[src/rtl/cla_adder_pipe.sv]
// rtl/cla_adder_pipe.sv - two-stage pipelined carry-lookahead adder/subtractor
// Define CLA_SAT_EN to saturate signed overflow in stage 2 (ovf/cout stay unsaturated).
module cla_adder_pipe #(
  parameter int WIDTH = 16,
  parameter int GROUP = 4
) (
  input  logic             clk,
  input  logic             rst,
  input  logic             in_valid,
  output logic             in_ready,
  input  logic [WIDTH-1:0] a,
  input  logic [WIDTH-1:0] b,
  input  logic             cin,
  input  logic             sub,
  output logic             out_valid,
  input  logic             out_ready,
  output logic [WIDTH-1:0] sum,
  output logic             cout,
  output logic             ovf
);
  localparam int NG = WIDTH / GROUP;

  logic [WIDTH-1:0] b_eff;
  logic [WIDTH-1:0] p_d, g_d, p_q, g_q;
  logic [NG-1:0]    pg_d, gg_d, pg_q, gg_q;
  logic             c0_d, c0_q;
  logic             s1_valid_q;
  logic             s1_en, s2_en;
  logic             t1, t2, acc;
  logic [NG:0]      cg;
  logic [WIDTH:0]   c;
  logic [WIDTH-1:0] raw;
  logic [WIDTH-1:0] sum_d, sum_q;
  logic             cout_d, ovf_d, cout_q, ovf_q;
  logic             out_valid_q;

  assign s2_en    = !out_valid_q | out_ready;
  assign s1_en    = !s1_valid_q | s2_en;
  assign in_ready = s1_en;

  assign out_valid = out_valid_q;
  assign sum       = sum_q;
  assign cout      = cout_q;
  assign ovf       = ovf_q;

  // Stage 1: per-bit propagate/generate and per-group PG/GG in sum-of-products form.
  always_comb begin
    t1    = 1'b0;
    b_eff = sub ? ~b : b;
    c0_d  = sub ? 1'b1 : cin;
    p_d   = a ^ b_eff;
    g_d   = a & b_eff;
    pg_d  = '0;
    gg_d  = '0;
    for (int k = 0; k < NG; k++) begin
      pg_d[k] = &p_d[k*GROUP +: GROUP];
      for (int i = 0; i < GROUP; i++) begin
        t1 = g_d[k*GROUP+i];
        for (int m = i + 1; m < GROUP; m++) t1 = t1 & p_d[k*GROUP+m];
        gg_d[k] = gg_d[k] | t1;
      end
    end
  end

  // Stage 2: each group carry expanded directly from GG/PG/c0, then bit carries from it.
  always_comb begin
    t2  = 1'b0;
    acc = 1'b0;
    cg  = '0;
    c   = '0;
    for (int k = 0; k <= NG; k++) begin
      acc = c0_q;
      for (int m = 0; m < k; m++) acc = acc & pg_q[m];
      for (int j = 0; j < k; j++) begin
        t2 = gg_q[j];
        for (int m = j + 1; m < k; m++) t2 = t2 & pg_q[m];
        acc = acc | t2;
      end
      cg[k] = acc;
    end
    for (int k = 0; k < NG; k++) begin
      for (int i = 0; i < GROUP; i++) begin
        acc = cg[k];
        for (int m = 0; m < i; m++) acc = acc & p_q[k*GROUP+m];
        for (int j = 0; j < i; j++) begin
          t2 = g_q[k*GROUP+j];
          for (int m = j + 1; m < i; m++) t2 = t2 & p_q[k*GROUP+m];
          acc = acc | t2;
        end
        c[k*GROUP+i] = acc;
      end
    end
    c[WIDTH] = cg[NG];
    raw      = p_q ^ c[WIDTH-1:0];
    cout_d   = c[WIDTH];
    ovf_d    = c[WIDTH] ^ c[WIDTH-1];
`ifdef CLA_SAT_EN
    // Overflow implies equal operand MSBs, so g of the MSB tells the direction.
    if (ovf_d)
      sum_d = g_q[WIDTH-1] ? {1'b1, {(WIDTH-1){1'b0}}} : {1'b0, {(WIDTH-1){1'b1}}};
    else
      sum_d = raw;
`else
    sum_d = raw;
`endif
  end

  always_ff @(posedge clk or posedge rst) begin
    if (rst) begin
      s1_valid_q  <= 1'b0;
      p_q         <= '0;
      g_q         <= '0;
      pg_q        <= '0;
      gg_q        <= '0;
      c0_q        <= 1'b0;
      out_valid_q <= 1'b0;
      sum_q       <= '0;
      cout_q      <= 1'b0;
      ovf_q       <= 1'b0;
    end else begin
      if (s1_en) begin
        s1_valid_q <= in_valid;
        if (in_valid) begin
          p_q  <= p_d;
          g_q  <= g_d;
          pg_q <= pg_d;
          gg_q <= gg_d;
          c0_q <= c0_d;
        end
      end
      if (s2_en) begin
        out_valid_q <= s1_valid_q;
        if (s1_valid_q) begin
          sum_q  <= sum_d;
          cout_q <= cout_d;
          ovf_q  <= ovf_d;
        end
      end
    end
  end
endmodule

[config.mk]
export PLATFORM = sky130hd
export DESIGN_NAME = cla_adder_pipe
export DESIGN_NICKNAME = d
export VERILOG_FILES = /design/src/rtl/cla_adder_pipe.sv
export SDC_FILE = /design/constraint.sdc
export NUM_CORES = 1
export LEC_CHECK = 0
export BUFFER_PORTS_ARGS = -buffer_cell sky130_fd_sc_hd__buf_4
export CAP_MARGIN = 20
export CORE_MARGIN = 2
export CORE_UTILIZATION = 55
export DETAILED_ROUTE_END_ITERATION = 10
export GPL_TIMING_DRIVEN = 0
export PLACE_DENSITY = 0.8
export SLEW_MARGIN = 30
export SYNTH_ARGS = -nofsm -noshare
export SYNTH_HDL_FRONTEND = slang
export SYNTH_SLANG_ARGS = --single-unit
[constraint.sdc]
create_clock -name clk -period 2.3 [get_ports clk]
set_input_delay 0.115 -clock clk [delete_from_list [all_inputs] [get_ports clk]]
set_output_delay 0.115 -clock clk [all_outputs]
set_load 0.03 [all_outputs]
==> results by group, run 1 <==
STA
  • Worst clock skew: 8.17 ps
  • Relative slew slack: around three fifths
  • Final Hold Viols: 0
  • RSZ-0062 raised after global routing: no
  • Fmax: around 0.52 GHz
  • Final setup fails: 0
  • Fin crit share: 82.9%
  • Final Slew Violations: 0
  • Setup WS post-layout: 393 ps
  • Final setup TNS: 0 ps
  • Period minus WS final: 1910 ps
  • Tightest Pin Transition: 578 ps

Critical path
  • Capture point of the worst reg-to-reg path: sum[15]
  • RR Startpoint: c0_q
  • CP Capture Type: flop
  • Worst R2R Setup Slack: 390 ps
  • Crit path DAT: 2110 ps
  • R2R depth: 7
  • Crit Path Class: reg2reg
  • Worst Path Required: 2500 ps
  • Worst setup SP type: flop
  • CP endpoint: sum[15]
  • Crit Path Max Fanout: 4
  • Crit. Startpoint: c0_q

Layout
  • Share of cells above drive strength 1: 37.2%
  • Area of the multi-input gates: 1390 sq um
  • Post-layout instance area: 3630 sq um
  • Antenna cells: 0
  • FF/Latch Area: about 1400 sq um
  • Nets: 373
  • Area delta synth->final: 26.8%
  • Fillers: 387

Flow run
  • Max Cap Viol: 0

CTS
  • Clock Sinks: 57
  • TritonCTS buffer count: 9
  • H-tree Lvls: 3
  • Setup Buffers After CTS: 0
  • Clock transition at path regs: ~60 ps
  • Max clock buf depth: 2
  • Root Buffer: clkbuf_8
  • CTS tree: built
  • Clk_lat worst skew: roughly 330 ps

Synthesis
  • Average cell area after synthesis: 11.7 sq um
  • Seq/Total Area, Yosys: 49.8%
  • YS warnings: 0
  • Syn_nets: ~300
  • Top-count cell post-synth: dfrtp_1
  • Async set-reset flop share out of synthesis: 100%
  • Yosys top cell area share: 49.8%
  • Commonest register cell after synthesis: dfrtp_1
  • Area leader, netlist: dfrtp_1
  • Post-synthesis register bit count: 57
  • Post-synth EDFFs: 0
  • Yosys cell types: 32
  • Top cells by count, synth: 57 x dfrtp_1, 32 x mux2_2, 24 x xor2_1, 23 x nand2_1, 20 x ha_1
  • Ranking of synthesized cells by area: dfrtp_1 50%, mux2_2 13%, ha_1 8.7%
  • Post-Syn Area: 2860 sq um
  • Syn Inst Count: 245

Global routing
  • Grt ovf: 0
  • Vias in the first global route: about 2100
  • Antenna violations before repair: 0
  • Largest net degree at the start of global routing: 49
  • GRT Overall Usage: about 22%
  • Wire length of the first global-routing pass: 10.1 mm

Pwr
  • Worst VDD drop: 566 uV
  • Leakage Power: 0.00179 uW
  • PD cells: 1000 nW/um^2

Place
  • Placer congestion estimate: between 0.8 and 0.9
  • DP Worst Slack: 313 ps
  • Post-DP HPWL: 4.22 mm
  • IO Port Bufs: 56
  • Placed Area: roughly 3400 sq um

Drt
  • ANT nets after route: 0
  • Initial drt markers: 147
  • Detailed Route WL: ~6.0 mm
  • Via Count: ~2100
  • Pre-antenna DRT Iters: 4
  • WL/cell: 15.5 microns
  • Post-DR vias/cell: roughly 5.4
  • DRC Markers: 0

Worst hold path
  • Hold crit path type: in2reg

Die
  • Row Count: 26
  • Ports: 58
  • Initial core utilization: a little under three fifths
  • Die area: 5800 sq um
  • CORE AREA: 5070 sq um
  • Die Ht: between 70 and 80 microns
  • Die Wd: approximately 76 microns

Status
  • Outcome: completed
==> worst min path at each step <==
stage          startpoint         end  cells after the start
4_1_cts               cin        c0_q                      3
3_5_place_dp          rst      sum[9]                      2
5_1_grt         out_ready   out_valid                      3
6_report              cin        c0_q                      3
2_1_floorplan    in_valid  s1_valid_q                      1
3_3_place_gp     in_valid  s1_valid_q                      2
==> sequential cells by signal, summed over array words and instances, names as in the netlist <==
signal	count
p_q	16
out_valid	1
c0_q	1
g_q	12
ovf	1
pg_q	4
gg_q	4
s1_valid_q	1
cout	1
sum	16
==> critical path, cell delays in order (launching register included) <==
cell      delay (ps)
dfrtp_1          400
a21o_1           230
a31o_1           280
ha_1             230
o211ai_1         190
and2_2           220
xor2_1           150
o21ai_0           80
==> metal layers <==
layer | up-vias | wire length, microns | share of wire (%) | GRT usage (%)
met4 | 0 | 63 | 1.0 | 7.82
met5 | - | 0 | 0 | 0
li1 | 1016 | - | - | -
met1 | 1033 | 2510 | 42 | 27.9
met3 | 6 | 386 | 6.4 | 5.57
met2 | 68 | 3070 | 51 | 38.5
==> cell type report <==
| class | instances | share of cell area [%] |
|---|---|---|
| flip-flops and latches | 57 | 39.3 |
| multi-input cells | 178 | 38.3 |
| repair buffers | 59 | 12.9 |
| clock buffers | 14 | 4.76 |
| well taps | 70 | 2.41 |
| plain buffers | 8 | 1.03 |
| clock inverters | 2 | 0.966 |
| inverters | 2 | 0.276 |
==> power by group <==
part / leakage [uW] / internal [uW] / total [uW] / switching, uW
Combinational: 0.000981 / 552 / 1220 / 670
Clock: 0.000107 / 588 / 966 / 377
Sequential: 0.000698 / 1270 / 1440 / 176
Total: 0.00179 / 2410 / 3630 / 1220
==> repair_timing <==
action | CTS | global route
gates resized for setup | 0 | 0
hold buffers | 2 | 0
hold endpoints to repair | 58 | 0
==> layout by cell type (no fill, tap or decap), types with 2 or more instances in the layout <==
master and count:
a21o_1 10, a21oi_1 6, buf_2 6, buf_4 56, clkbuf_1 4, clkbuf_8 12
dfrtp_1 57, dlygate4sd3_1 2, ha_1 20, mux2_2 32, nand2_1 23, nand2_2 2
nand4_1 5, nor2_1 6, nor3_1 4, o21a_1 4, o21ai_0 18, o22ai_1 3
o31ai_1 4, or2_2 4, xor2_1 24
==> stage by stage <==
stage	hold slack, ps	power (uW)	util [%]	std cells
5_1_grt	88.1	3830	71.5	390
4_1_cts	60.3	3660	71.5	390
6_report	67.6	3630	71.5	390
2_1_floorplan	223	2230	-	245
3_5_place_dp	32.0	2680	67.0	372
3_3_place_gp	324	2640	66.4	371
==> kinds of logic after synthesis <==
logic type | synth area share (%)
buffers and inverters | 1.57
and+or+nand+nor | 8.83
muxes | 12.6
AOI/OAI and AO/OA | 11.1
DFF | 49.8
adders and majority gates | 8.75
xor gates and xnor gates | 7.35
(Power assumes the default switching activity.)
==> inputs of run 2 (changes only) <==
--- a/config.mk
+++ b/config.mk
@@ -8,10 +8,10 @@
 export BUFFER_PORTS_ARGS = -buffer_cell sky130_fd_sc_hd__buf_4
 export CAP_MARGIN = 20
 export CORE_MARGIN = 2
-export CORE_UTILIZATION = 55
+export CORE_UTILIZATION = 49
 export DETAILED_ROUTE_END_ITERATION = 10
 export GPL_TIMING_DRIVEN = 0
-export PLACE_DENSITY = 0.8
+export PLACE_DENSITY = 0.75
 export SLEW_MARGIN = 30
 export SYNTH_ARGS = -nofsm -noshare
 export SYNTH_HDL_FRONTEND = slang
==> constraint.sdc (replaced) <==
create_clock -name clk -period 1.5 [get_ports clk]
set_input_delay 0.075 -clock clk [delete_from_list [all_inputs] [get_ports clk]]
set_output_delay 0.075 -clock clk [all_outputs]
set_load 0.03 [all_outputs]
==> results by group, run 2 (same netlist as run 1, synthesis figures left out) <==
Critical path
  • Worst setup SP type: flop
  • R2R depth: 9
  • Worst R2R Setup Slack: -390 ps
  • CP endpoint: sum[11]
  • Crit Path Max Fanout: 3
  • Crit Path Class: reg2reg
  • RR Startpoint: pg_q[0]
  • Capture point of the worst reg-to-reg path: sum[11]
  • Crit path DAT: 2110 ps
  • Worst Path Required: 1720 ps
  • CP Capture Type: flop
  • Crit. Startpoint: pg_q[0]

CTS
  • Root Buffer: clkbuf_8
  • Clock transition at path regs: approximately 60 ps
  • TritonCTS buffer count: 9
  • Clock Sinks: 57
  • H-tree Lvls: 3
  • CTS tree: built
  • Clk_lat worst skew: roughly 330 ps
  • Max clock buf depth: 2

STA
  • Worst clock skew: 6.06 ps
  • Tightest Pin Transition: 377 ps
  • RSZ-0062 raised after global routing: yes
  • Period minus WS final: approximately 1900 ps
  • Relative slew slack: 74.7%
  • Final setup fails: 12
  • Final Slew Violations: 0
  • Setup WS post-layout: -387 ps
  • Fmax: roughly 0.53 GHz
  • Final Hold Viols: 0
  • Fin crit share: 126%

Global routing
  • GRT Overall Usage: between 20 and 25%
  • Grt ovf: 0
  • Wire length of the first global-routing pass: 10.3 mm
  • Vias in the first global route: 2071
  • Largest net degree at the start of global routing: 31
  • Antenna violations before repair: 0

Die
  • Die area: between 6000 and 7000 sq um
  • CORE AREA: 5570 sq um
  • Initial core utilization: 51.3%
  • Row Count: 27
  • Die Ht: 80.4 microns
  • Die Wd: 80.4 microns
  • Ports: 58

Layout
  • FF/Latch Area: roughly 1400 sq um
  • Most common cell after layout, fill and taps aside: buf_4
  • Area of the multi-input gates: 1560 sq um
  • Area delta synth->final: 35.9%
  • Antenna cells: 0
  • Nets: 384
  • Finished Layout Cells: 403
  • Share of cells above drive strength 1: ~46%
  • Most frequent cells in the layout: 66 x buf_4, 56 x dfrtp_1, 29 x mux2_2
  • Fillers: 439

Place
  • Placer congestion estimate: 0.813
  • IO Port Bufs: 56
  • Placed Cells: 374
  • DP Worst Slack: -408 ps
  • Post-DP HPWL: ~4.6 mm

Drt
  • Detailed Route WL: about 6.7 mm
  • DRC Markers: 0
  • Post-DR vias/cell: 5.38
  • ANT nets after route: 0
  • WL/cell: 16.5 microns
  • Via Count: roughly 2200
  • Pre-antenna DRT Iters: 4
  • Initial drt markers: 81

Status
  • Violated checks: setup timing
  • Outcome: complete, but fails checks

Pwr
  • Worst VDD drop: 735 uV
  • Leakage Power: 0.00190 uW
  • PD cells: 1470 nW/um^2

Flow run
  • Max Cap Viol: 0

Worst hold path
  • Number of cells on the worst hold path: 3
  • Hold crit path type: in2reg
## run 2: cell count changes in the layout (fill, tap and decap cells not counted), sizes merged
cell,change
clkinv,+2
bufinv,-1
buf,+10
## run 2: worst max-delay path, cell delays in order, from the launching register on
cell,delay [ps]
dfrtp_1,380
a21o_1,210
buf_4,140
buf_6,110
a21o_4,200
ha_4,160
o21a_4,210
o22ai_2,100
xor2_1,190
o21ai_1,80
## run 2: how the worst min path moves through the flow
stage / end / start / slack (ps)
5_1_grt: out_valid / out_ready / 60
2_1_floorplan: s1_valid_q / in_valid / 180
4_1_cts: c0_q / cin / 10
3_3_place_gp: s1_valid_q / in_valid / 300
3_5_place_dp: sum[14] / rst / 90
6_report: c0_q / cin / 20
## run 2: timing repair
item | 4_1_cts | 5_1_grt
hold buffers | 2 | 0
gates resized for setup | 12 | 33
buffers inserted | 6 | 5
pin swaps | 17 | 20
hold endpoints to repair | 28 | 0
endpoints found under the setup margin | 19 | 44
## run 2: routing by layer
layer	part of all wire, %	GRT usage, %
met2	49	34.7
met3	5.3	5.62
met5	0	0
met4	1.7	10.3
met1	44	28.4
## run 2: layout make-up
class / instances / area share, %
Clock inverter: 3 / 0.386
Clock buffer: 13 / 4.09
Sequential cell: 57 / 36.7
Multi-Input combinational cell: 178 / 40.1
Buffer: 8 / 1.96
Inverter: 2 / 0.257
Tap cell: 72 / 2.32
Timing Repair Buffer: 70 / 14.2
## run 2: stage by stage
step	power (uW)	hold slack [ps]	area, sq um	setup TNS (ps)	util, %
detailed placement	4160	91.4	3440	-3560	61.6
global placement	4100	296	3410	-42030	61.2
CTS	5530	13.2	3730	-2450	67.0
finish	5710	21.9	3890	-2890	69.8
global route	6040	55.0	3890	-3530	69.8
floorplan	3460	183	2900	-4840	-
## run 2: power by group
group          switching, uW  total [uW]  internal (uW)
Combinational           1160        2210           1060
Clock                    578        1260            682
Sequential               296        2240           1940
Total                   2030        5710           3680
==> inputs of run 3 (changes only) <==
--- a/config.mk
+++ b/config.mk
@@ -7,6 +7,7 @@
 export LEC_CHECK = 0
 export BUFFER_PORTS_ARGS = -buffer_cell sky130_fd_sc_hd__buf_4
 export CAP_MARGIN = 20
+export CORE_ASPECT_RATIO = 1.75
 export CORE_MARGIN = 2
 export CORE_UTILIZATION = 49
 export DETAILED_ROUTE_END_ITERATION = 10
==> results by group, run 3 (same netlist as run 1, synthesis figures left out) <==
Layout
  • Nets: between 300 and 400
  • Antenna cells: 0
  • Fillers: just under 400
  • Layout Utilization: around 74%
  • Most common cell after layout, fill and taps aside: buf_4
  • Share of cells above drive strength 1: roughly half
  • Most frequent cells in the layout: 75 x buf_4, 56 x dfrtp_1, 24 x xor2_1, 24 x mux2_4, 23 x nand2_1
  • Area delta synth->final: 43.9%

Place
  • Placer congestion estimate: 0.825
  • Post-DP HPWL: between 4 and 5 mm
  • IO Port Bufs: 56

Drt
  • Via Count: 2349
  • Initial drt markers: 81
  • WL/cell: 18.9 microns
  • Pre-antenna DRT Iters: 4
  • DRC Markers: 0
  • Detailed Route WL: 7.91 mm
  • Post-DR vias/cell: 5.61
  • ANT nets after route: 0

Critical path
  • Crit path DAT: 2090 ps
  • Crit Path Class: reg2reg
  • Crit Path Max Fanout: 4
  • Worst setup SP type: flop
  • Worst Path Required: 1710 ps
  • CP Capture Type: flop

Global routing
  • GRT Overall Usage: 22.4%
  • Met2 GRT Util: 39.2%
  • Grt ovf: 0
  • Vias in the first global route: 2275
  • Wire length of the first global-routing pass: 10.5 mm
  • Met1 Track Usage GR: roughly a quarter
  • Antenna violations before repair: 0
  • Global routing usage on met3: under 10%
  • Global route hottest layer: met2
  • Largest net degree at the start of global routing: 38

CTS
  • Clock transition at path regs: 60 ps
  • Root Buffer: clkbuf_8
  • Max clock buf depth: 2
  • TritonCTS buffer count: 9
  • CTS tree: built
  • H-tree Lvls: 3
  • Clock Sinks: 57
  • Clk_lat worst skew: about 330 ps

Worst hold path
  • Hold crit path type: in2reg

STA
  • Relative slew slack: around 73%
  • Fmax: roughly 0.53 GHz
  • Final setup fails: 34
  • RSZ-0062 raised after global routing: yes
  • Period minus WS final: 1870 ps
  • Setup WS post-layout: -374 ps
  • Final Slew Violations: 0
  • Worst clock skew: 8.48 ps
  • Fin crit share: 125%
  • Worst hold slack: around 33 ps
  • Tightest Pin Transition: 405 ps
  • Final Hold Viols: 0

Die
  • Row Count: 36
  • Die Wd: slightly above 60 microns
  • Die Ht: 105 microns
  • Ports: 58
  • CORE AREA: 5590 sq um
  • Initial core utilization: approximately 51%
  • Die area: 6490 sq um

Pwr
  • Comb pwr share: 39.5%
  • Cell Int Power: about 3900 uW
  • Leakage Power: slightly above 0.002 uW
  • Sw Share: 35.4%
  • Clk pwr share: 22.7%
  • Worst VDD drop: just under 900 uV
  • PD cells: approximately 1500 nW/um^2
  • Switching power: 2130 uW
  • Sequential Power Share: 37.8%

Flow run
  • Max Cap Viol: 0

Status
  • Outcome: complete, but fails checks
  • Violated checks: setup timing
[run 3: area by class of cell]
class	instances	area [sq um]	share of cell area [%]
Timing Repair Buffer	81	682	16.6
Inverter	2	10.0	0.243
Clock buffer	14	183	4.43
Buffer	8	88.8	2.16
Clock inverter	2	10.0	0.243
Tap cell	76	95.1	2.31
Sequential cell	57	1430	34.7
Multi-Input combinational cell	179	1620	39.4
[run 3: power groups by stage]
stage | sequential (uW) | combinational [uW] | clock, uW
final | 2280 | 2380 | 1370
after global routing | 2320 | 2530 | 1460
after CTS | 2220 | 2030 | 1350
after detailed placement | 2240 | 1930 | 0
after global placement | 2220 | 1870 | 0
after floorplan | 2610 | 849 | 0
[run 3: worst paths after layout]
| check | startpoint | endpoint | slack, ps | depth (start not counted) |
|---|---|---|---|---|
| max | pg_q[2] | sum[15] | -370 | 7 |
| min reg2reg | sum[5] | sum[5] | 490 | 2 |
| min | cin | c0_q | 30 | 3 |
| min in group asynchronous | rst | sum[7] | 260 | 3 |
| max in group asynchronous | rst | out_valid | 730 | 4 |
| max reg2reg | pg_q[2] | sum[15] | -370 | 7 |
[run 3: repair_timing]
item / in CTS / in global routing
buffers inserted: 5 / 14
gates resized for setup: 16 / 48
hold buffers: 2 / 0
pin swaps: 16 / 13
setup endpoints to repair: 18 / 44
gates cloned: 0 / 4
hold endpoints to repair: 21 / 0
[run 3: metrics by stage]
| stage | instances | setup slack (ps) | TNS (ps) | cell area, sq um | power, uW |
|---|---|---|---|---|---|
| after floorplan | 245 | -168 | -4840 | 2900 | 3460 |
| final | 419 | -374 | -3680 | 4120 | 6030 |
| after detailed placement | 378 | -348 | -3590 | 3440 | 4170 |
| after global routing | 419 | -458 | -5940 | 4120 | 6300 |
| after CTS | 401 | -372 | -1800 | 3740 | 5610 |
| after global placement | 377 | -812 | -39600 | 3420 | 4090 |
[run 3: worst max-delay path, stage by stage, from the launching register on]
cell	delay, ps
dfrtp_1	410
a21o_1	200
a31o_1	240
ha_2	210
o211ai_1	240
and2_4	230
xor2_1	150
o21ai_1	70
[run 3: metal layers]
| layer | wire length, microns | share of wire, % | vias to the layer above |
|---|---|---|---|
| li1 | - | - | 1065 |
| met1 | 2880 | 36 | 1180 |
| met2 | 4540 | 57 | 84 |
| met3 | 271 | 3.4 | 20 |
| met4 | 231 | 2.9 | 0 |
| met5 | 0 | 0 | - |
